## src/rtl/serial_comple_ctrl_pkg.sv

```systemverilog
// -----------------------------------------------------------------------------
// comple_pkg
//   Shared definitions for the bit-serial two's-complement sequencer:
//     - state_t       : FSM state encoding (IDLE/COPY/INVERT/DONE)
//     - DEFAULT_WIDTH : default operand/result width
//     - DEFAULT_CNT_W : bit-counter width for the default operand width
//     - cnt_width()   : bit-counter width for an arbitrary operand width
// -----------------------------------------------------------------------------
package comple_pkg;

    // Default operand/result width in bits.
    localparam int DEFAULT_WIDTH = 4;

    // FSM state encoding. COPY passes bits through until the first 1 has been
    // consumed; INVERT complements every remaining bit.
    typedef enum logic [1:0] {
        IDLE   = 2'd0,
        COPY   = 2'd1,
        INVERT = 2'd2,
        DONE   = 2'd3
    } state_t;

    // Width of a counter indexing bits 0..w-1. Clamped to 1 so the counter
    // never collapses to a zero-width vector.
    function automatic int cnt_width(input int w);
        return (w < 2) ? 1 : $clog2(w);
    endfunction

    localparam int DEFAULT_CNT_W = $clog2(DEFAULT_WIDTH);

endpackage : comple_pkg

```

## src/rtl/serial_comple_ctrl_bit_cell.sv

```systemverilog
// -----------------------------------------------------------------------------
// comple_bit_cell
//   Combinational per-bit rule of the copy-until-first-1-then-invert
//   two's-complement algorithm.
//
//   Ports:
//     bit_in         : current operand bit (LSB-first)
//     inverting      : 1 once a 1 has already been seen in lower bits
//     bit_out        : result bit (bit_in, or ~bit_in when inverting)
//     next_inverting : inverting state for the next bit position
// -----------------------------------------------------------------------------
module comple_bit_cell (
    input  logic bit_in,
    input  logic inverting,
    output logic bit_out,
    output logic next_inverting
);

    // Bits up to and including the first 1 are copied; all later bits are
    // inverted. XOR implements "copy or invert" in one gate.
    assign bit_out        = bit_in ^ inverting;
    assign next_inverting = inverting | bit_in;

endmodule : comple_bit_cell

```

## src/rtl/serial_comple_ctrl.sv

```systemverilog
// -----------------------------------------------------------------------------
// serial_comple_ctrl
//   Bit-serial two's-complement sequencer. A WIDTH-bit operand is captured on
//   an accepted start pulse and its two's complement is produced LSB-first,
//   one bit per clock, using the copy-until-first-1-then-invert rule. The
//   finished result is handed back on `out` with a one-cycle `done` pulse.
//
//   Timing: start accepted at edge N -> busy high after edges N..N+WIDTH-1,
//   out/done updated at edge N+WIDTH, back in IDLE after edge N+WIDTH+1.
//
//   Parameters:
//     WIDTH : operand/result width in bits (>= 2)
//
//   Ports:
//     clk   : system clock, all state on rising edge
//     rst   : synchronous reset, active-high (wins over start)
//     start : request pulse, only honoured in IDLE
//     inp   : operand, captured on the edge start is accepted
//     out   : registered result, holds the last completed value
//     busy  : high while an operation is in flight (COPY/INVERT)
//     done  : one-cycle pulse when out carries a new result
//     ovf   : (only with COMPLE_OVF_EN defined) set with out when the operand
//             was the most negative value, whose complement is itself
//
//   Build option:
//     COMPLE_OVF_EN : when defined, adds the ovf output and its register.
// -----------------------------------------------------------------------------
module serial_comple_ctrl
    import comple_pkg::*;
#(
    parameter int WIDTH = DEFAULT_WIDTH
) (
    input  logic             clk,
    input  logic             rst,
    input  logic             start,
    input  logic [WIDTH-1:0] inp,
    output logic [WIDTH-1:0] out,
    output logic             busy,
    output logic             done
`ifdef COMPLE_OVF_EN
    ,
    output logic             ovf
`endif
);

    localparam int CNT_W = cnt_width(WIDTH);
    localparam logic [CNT_W-1:0] LAST_CNT = CNT_W'(WIDTH - 1);

    // -------------------------------------------------------------------------
    // State
    // -------------------------------------------------------------------------
    state_t           state_reg;
    logic [WIDTH-1:0] sreg_reg;     // operand, shifted right one bit per cycle
    logic [CNT_W-1:0] cnt_reg;      // index of the bit being processed
    logic [WIDTH-1:0] result_reg;   // partially assembled complement
    logic [WIDTH-1:0] out_reg;
    logic             busy_reg;
    logic             done_reg;
`ifdef COMPLE_OVF_EN
    logic             ovf_reg;
    logic             ovf_next;
`endif

    // -------------------------------------------------------------------------
    // Per-bit rule: a single cell reused every cycle on the current LSB.
    // The "inverting" flag is simply whether the FSM has reached INVERT.
    // -------------------------------------------------------------------------
    logic bit_out;
    logic next_inverting;
    logic inverting;

    assign inverting = (state_reg == INVERT);

    comple_bit_cell u_bit_cell (
        .bit_in         (sreg_reg[0]),
        .inverting      (inverting),
        .bit_out        (bit_out),
        .next_inverting (next_inverting)
    );

    // -------------------------------------------------------------------------
    // Result with the current bit merged in. Built as a per-bit decode so the
    // completion edge can load `out` directly from it without waiting a cycle
    // for result_reg to catch up.
    // -------------------------------------------------------------------------
    logic [WIDTH-1:0] result_next;

    for (genvar gi = 0; gi < WIDTH; gi++) begin : g_result
        assign result_next[gi] = (cnt_reg == CNT_W'(gi)) ? bit_out
                                                         : result_reg[gi];
    end

    // -------------------------------------------------------------------------
    // Overflow: the only nonzero operand whose complement is itself is
    // 100...0. That is exactly the case where the FSM is still in COPY (no
    // lower 1 seen) when the final bit arrives and that bit is 1.
    // -------------------------------------------------------------------------
`ifdef COMPLE_OVF_EN
    assign ovf_next = (state_reg == COPY) && sreg_reg[0];
`endif

    // -------------------------------------------------------------------------
    // FSM with registered outputs
    // -------------------------------------------------------------------------
    always_ff @(posedge clk) begin
        if (rst) begin
            state_reg  <= IDLE;
            sreg_reg   <= '0;
            cnt_reg    <= '0;
            result_reg <= '0;
            out_reg    <= '0;
            busy_reg   <= 1'b0;
            done_reg   <= 1'b0;
`ifdef COMPLE_OVF_EN
            ovf_reg    <= 1'b0;
`endif
        end else begin
            case (state_reg)
                IDLE: begin
                    done_reg <= 1'b0;
                    if (start) begin
                        sreg_reg   <= inp;
                        cnt_reg    <= '0;
                        result_reg <= '0;
                        busy_reg   <= 1'b1;
                        state_reg  <= COPY;
                    end
                end

                COPY, INVERT: begin
                    result_reg <= result_next;
                    sreg_reg   <= {1'b0, sreg_reg[WIDTH-1:1]};
                    cnt_reg    <= cnt_reg + 1'b1;
                    if (cnt_reg == LAST_CNT) begin
                        // Last bit: hand the finished result back.
                        out_reg   <= result_next;
                        busy_reg  <= 1'b0;
                        done_reg  <= 1'b1;
                        state_reg <= DONE;
`ifdef COMPLE_OVF_EN
                        ovf_reg   <= ovf_next;
`endif
                    end else begin
                        // Once a 1 has been consumed, stay in INVERT.
                        state_reg <= next_inverting ? INVERT : COPY;
                    end
                end

                DONE: begin
                    // Start is ignored here; requests are not queued.
                    done_reg  <= 1'b0;
                    state_reg <= IDLE;
                end

                default: begin
                    state_reg <= IDLE;
                    busy_reg  <= 1'b0;
                    done_reg  <= 1'b0;
                end
            endcase
        end
    end

    assign out  = out_reg;
    assign busy = busy_reg;
    assign done = done_reg;
`ifdef COMPLE_OVF_EN
    assign ovf  = ovf_reg;
`endif

endmodule : serial_comple_ctrl
```

## config.mk

```make
export PLATFORM = sky130hd
export DESIGN_NAME = serial_comple_ctrl
export DESIGN_NICKNAME = d
export VERILOG_FILES = /design/src/rtl/serial_comple_ctrl_pkg.sv /design/src/rtl/serial_comple_ctrl_bit_cell.sv /design/src/rtl/serial_comple_ctrl.sv
export SDC_FILE = /design/constraint.sdc
export NUM_CORES = 1
export LEC_CHECK = 0
export ABC_AREA = 1
export CAP_MARGIN = 10
export CORE_UTILIZATION = 25
export DETAILED_ROUTE_END_ITERATION = 16
export SETUP_SLACK_MARGIN = 0.3
export SLEW_MARGIN = 20
export SYNTH_ARGS = -nofsm -noshare
export SYNTH_HDL_FRONTEND = slang
export SYNTH_SLANG_ARGS = --single-unit
```

## constraint.sdc

```tcl
create_clock -name clk -period 1.6 [get_ports clk]
set_input_delay 0.16 -clock clk [delete_from_list [all_inputs] [get_ports clk]]
set_output_delay 0.16 -clock clk [all_outputs]
set_load 0.01 [all_outputs]
```

==> run summary <==
Final Hold Vio Count: 0
RSZ-0062 raised after global routing: true
Switch Pwr: 334 uW
DR vias/cell: 4.28
Post-synthesis sequential area ratio: 38.2%
Residual DRC: 0
Fill cells: 372
Row Count: 21
Clk_lat worst skew: 0.29 ns
Worst vdd ir: 0.240 mV
Clock power share: 23.2%
Syn nets: 139
Period utilization: 80.4%
Area fraction of the dominant cell type after synthesis: 38.2%
Initial drt markers: 20
Synth Area per Inst: 7.24 sq um
Worst Path Required: 1.84 ns
Crit path largest cell delay: 0.34 ns
Share of cells above drive strength 1: 20.3%
Synth top area cells: dfxtp_1 (38%), nand2_1 (13%), ha_1 (13%)
Yosys cell types: 17
Grt ovf: 0
Synth Warn #: 0
Net Sw Frac: 33.1%
Status: complete, no violations
Final TNS setup: 0 ns
Slowest-stage cell, CP: dfxtp_2
First-pass GRT wire length: 2990 um
Pwr Total: 1010 uW
R2r setup slk: 0.31 ns
Area of the core: 3360 sq um
Num ports: 13
Commonest non-fill, non-tap cells in the layout: nand2_1 (30), nor2_1 (18), dfxtp_1 (15)
Synthesized area: 891 sq um
Die Y: 61.7 um
Antenna violations before repair: 0
Slew headroom: 78.7%
Die width: 61.7 um
Worst hold path type: flop to flop
Post-DP HPWL: 1400 um
Setup violators final: 0
Critical Path Start: state_reg[0]$_SDFFE_PP0P_
Clk root buf: clkbuf_4
Max Clock Freq: 0.777 GHz
Clk slew on worst S/H paths: 0.11 ns
Max-Cap Viols: 0
Drt wl/cell: 10.6 um
CTS sink count: 17
Worst-margin pin slew: 0.319 ns
Post-route ant nets: 0
Via count: 808
Worst Setup Start Kind: flop
Worst setup path class: flop to flop
Clk buf depth: 2
Combinational share of power: 30.0%
CTS tree: yes
GRT Util Overall: 11.0%
FF-to-FF End: result_reg[1]$_SDFFE_PP0P_
Buffers added on ports: 12
Final Routed Wirelength: 1990 um
CP Max Fanout: 4
Syn Inst Count: 123
Placed Cells: 180
Cells on Worst Hold Path: 2
Finished Layout Cells: 189
Crit path DAT: 1.52 ns
Slew Viols, Final: 0
P_leak: 0.000540 uW
Setup Skew: 0.00820 ns
Placer Congestion: 0.830
Storage cell area: 345 sq um
Sequential power share: 46.8%
CTS Hold Bufs: 0
Power Density: 847 nW/um^2
FF-to-FF path depth: 8
Commonest non-fill, non-tap cell in the layout: nand2_1
Starting Density: 26.5%
Worst r2r src: state_reg[0]$_SDFFE_PP0P_
Cell taking the most area after synthesis: dfxtp_1
# nets final: 160
# diodes: 0
Nature of the critical path endpoint: flop
Crit path to: result_reg[1]$_SDFFE_PP0P_
Area grow syn2layout: 33.6%
Die ar.: 3810 sq um
Largest net degree at the start of global routing: 11
DR pass1 iterations: 4
Crit path cell chain: inv_2 > ha_4 > inv_2 > ha_4 > nand2_1 > o21ai_1 > nand2_2 > a21oi_2
H-tree depth: 1
Seq cells post-synth: 17
Area occupied by multi-input gates: 536 sq um
Final min period: 1.29 ns
Number of CTS-inserted buffers: 3
Number of global-route vias before repair: 745
Internal Pwr Total: 674 uW
==> layer usage <==
layer	vias to the layer above	part of all wire (%)	global-route usage (%)
met2	12	50	20.1
met1	367	44	12.0
met3	4	3.2	1.86
met4	0	2.2	6.03
li1	425	-	-
met5	-	0	0
==> power groups by stage <==
stage          registers [uW]  logic, uW  clock network [uW]
2_1_floorplan             477        176                   0
3_3_place_gp              479        231                   0
3_5_place_dp              480        233                   0
4_1_cts                   470        266                 242
5_1_grt                   474        335                 263
6_report                  471        303                 234
==> logic make-up (layout without fill, tap and decap cells) <==
logic type               Yosys count  count (layout)  share of synthesized area, %
buffers and inverters             19              38                          8.99
adder cells (fa/ha/maj)            9               9                          12.6
AO/OA/AOI/OAI                     20              20                          12.9
flip-flops                        17              17                          38.2
AND/OR/NAND/NOR                   58              59                          27.2
==> worst min path at each step <==
stage	startpoint	endpoint	slack, ns
finish	sreg_reg[3]$_SDFFE_PP0P_	sreg_reg[3]$_SDFFE_PP0P_	0.47
global route	inp[3]	sreg_reg[3]$_SDFFE_PP0P_	0.49
CTS	sreg_reg[3]$_SDFFE_PP0P_	sreg_reg[3]$_SDFFE_PP0P_	0.48
detailed placement	sreg_reg[3]$_SDFFE_PP0P_	sreg_reg[3]$_SDFFE_PP0P_	0.46
global placement	result_reg[2]$_SDFFE_PP0P_	result_reg[2]$_SDFFE_PP0P_	0.45
floorplan	inp[3]	sreg_reg[3]$_SDFFE_PP0P_	0.33
==> layout make-up <==
type | instances | area share, %
clock buffers | 3 | 1.89
multi-input cells | 88 | 45.0
inverters | 17 | 6.20
well taps | 46 | 4.84
flip-flops and latches | 17 | 29.0
repair buffers | 17 | 12.6
clock inverters | 1 | 0.421
==> synth_stat cells <==
cell / instances
nand2_1: 32
nor2_1: 18
dfxtp_1: 17
inv_1: 16
o21ai_0: 10
ha_1: 9
a21oi_1: 8
nand3_1: 3
nand2_4: 2
a21oi_4: 1
buf_2: 1
buf_6: 1
inv_2: 1
nand2_2: 1
nand4_1: 1
nor3_1: 1
o21ai_2: 1
==> timing repair <==
action | in CTS | in global routing
setup endpoints to repair | 22 | 14
gates cloned | 0 | 1
setup buffers | 2 | 2
resized for setup | 17 | 13
pin swaps | 4 | 7
==> critical path, delay by kind of cell (launching register included) <==
family / cells / cell delay, ns
fa+ha+maj: 2 / 0.41
buf+inv: 2 / 0.13
simple gates: 2 / 0.12
flops: 1 / 0.34
compound gates: 2 / 0.23
==> metrics by stage <==
stage          instance area [sq um]  hold WS (ns)  utilization [%]  worst slack [ns]
5_1_grt                         1190         0.491             35.4             0.242
6_report                        1190         0.473             35.4             0.314
3_5_place_dp                    1060         0.462             31.6             0.111
4_1_cts                         1140         0.477             33.9             0.300
3_3_place_gp                    1060         0.451             31.6             0.163
2_1_floorplan                    893         0.331                -             0.304
(Power assumes the default switching activity.)
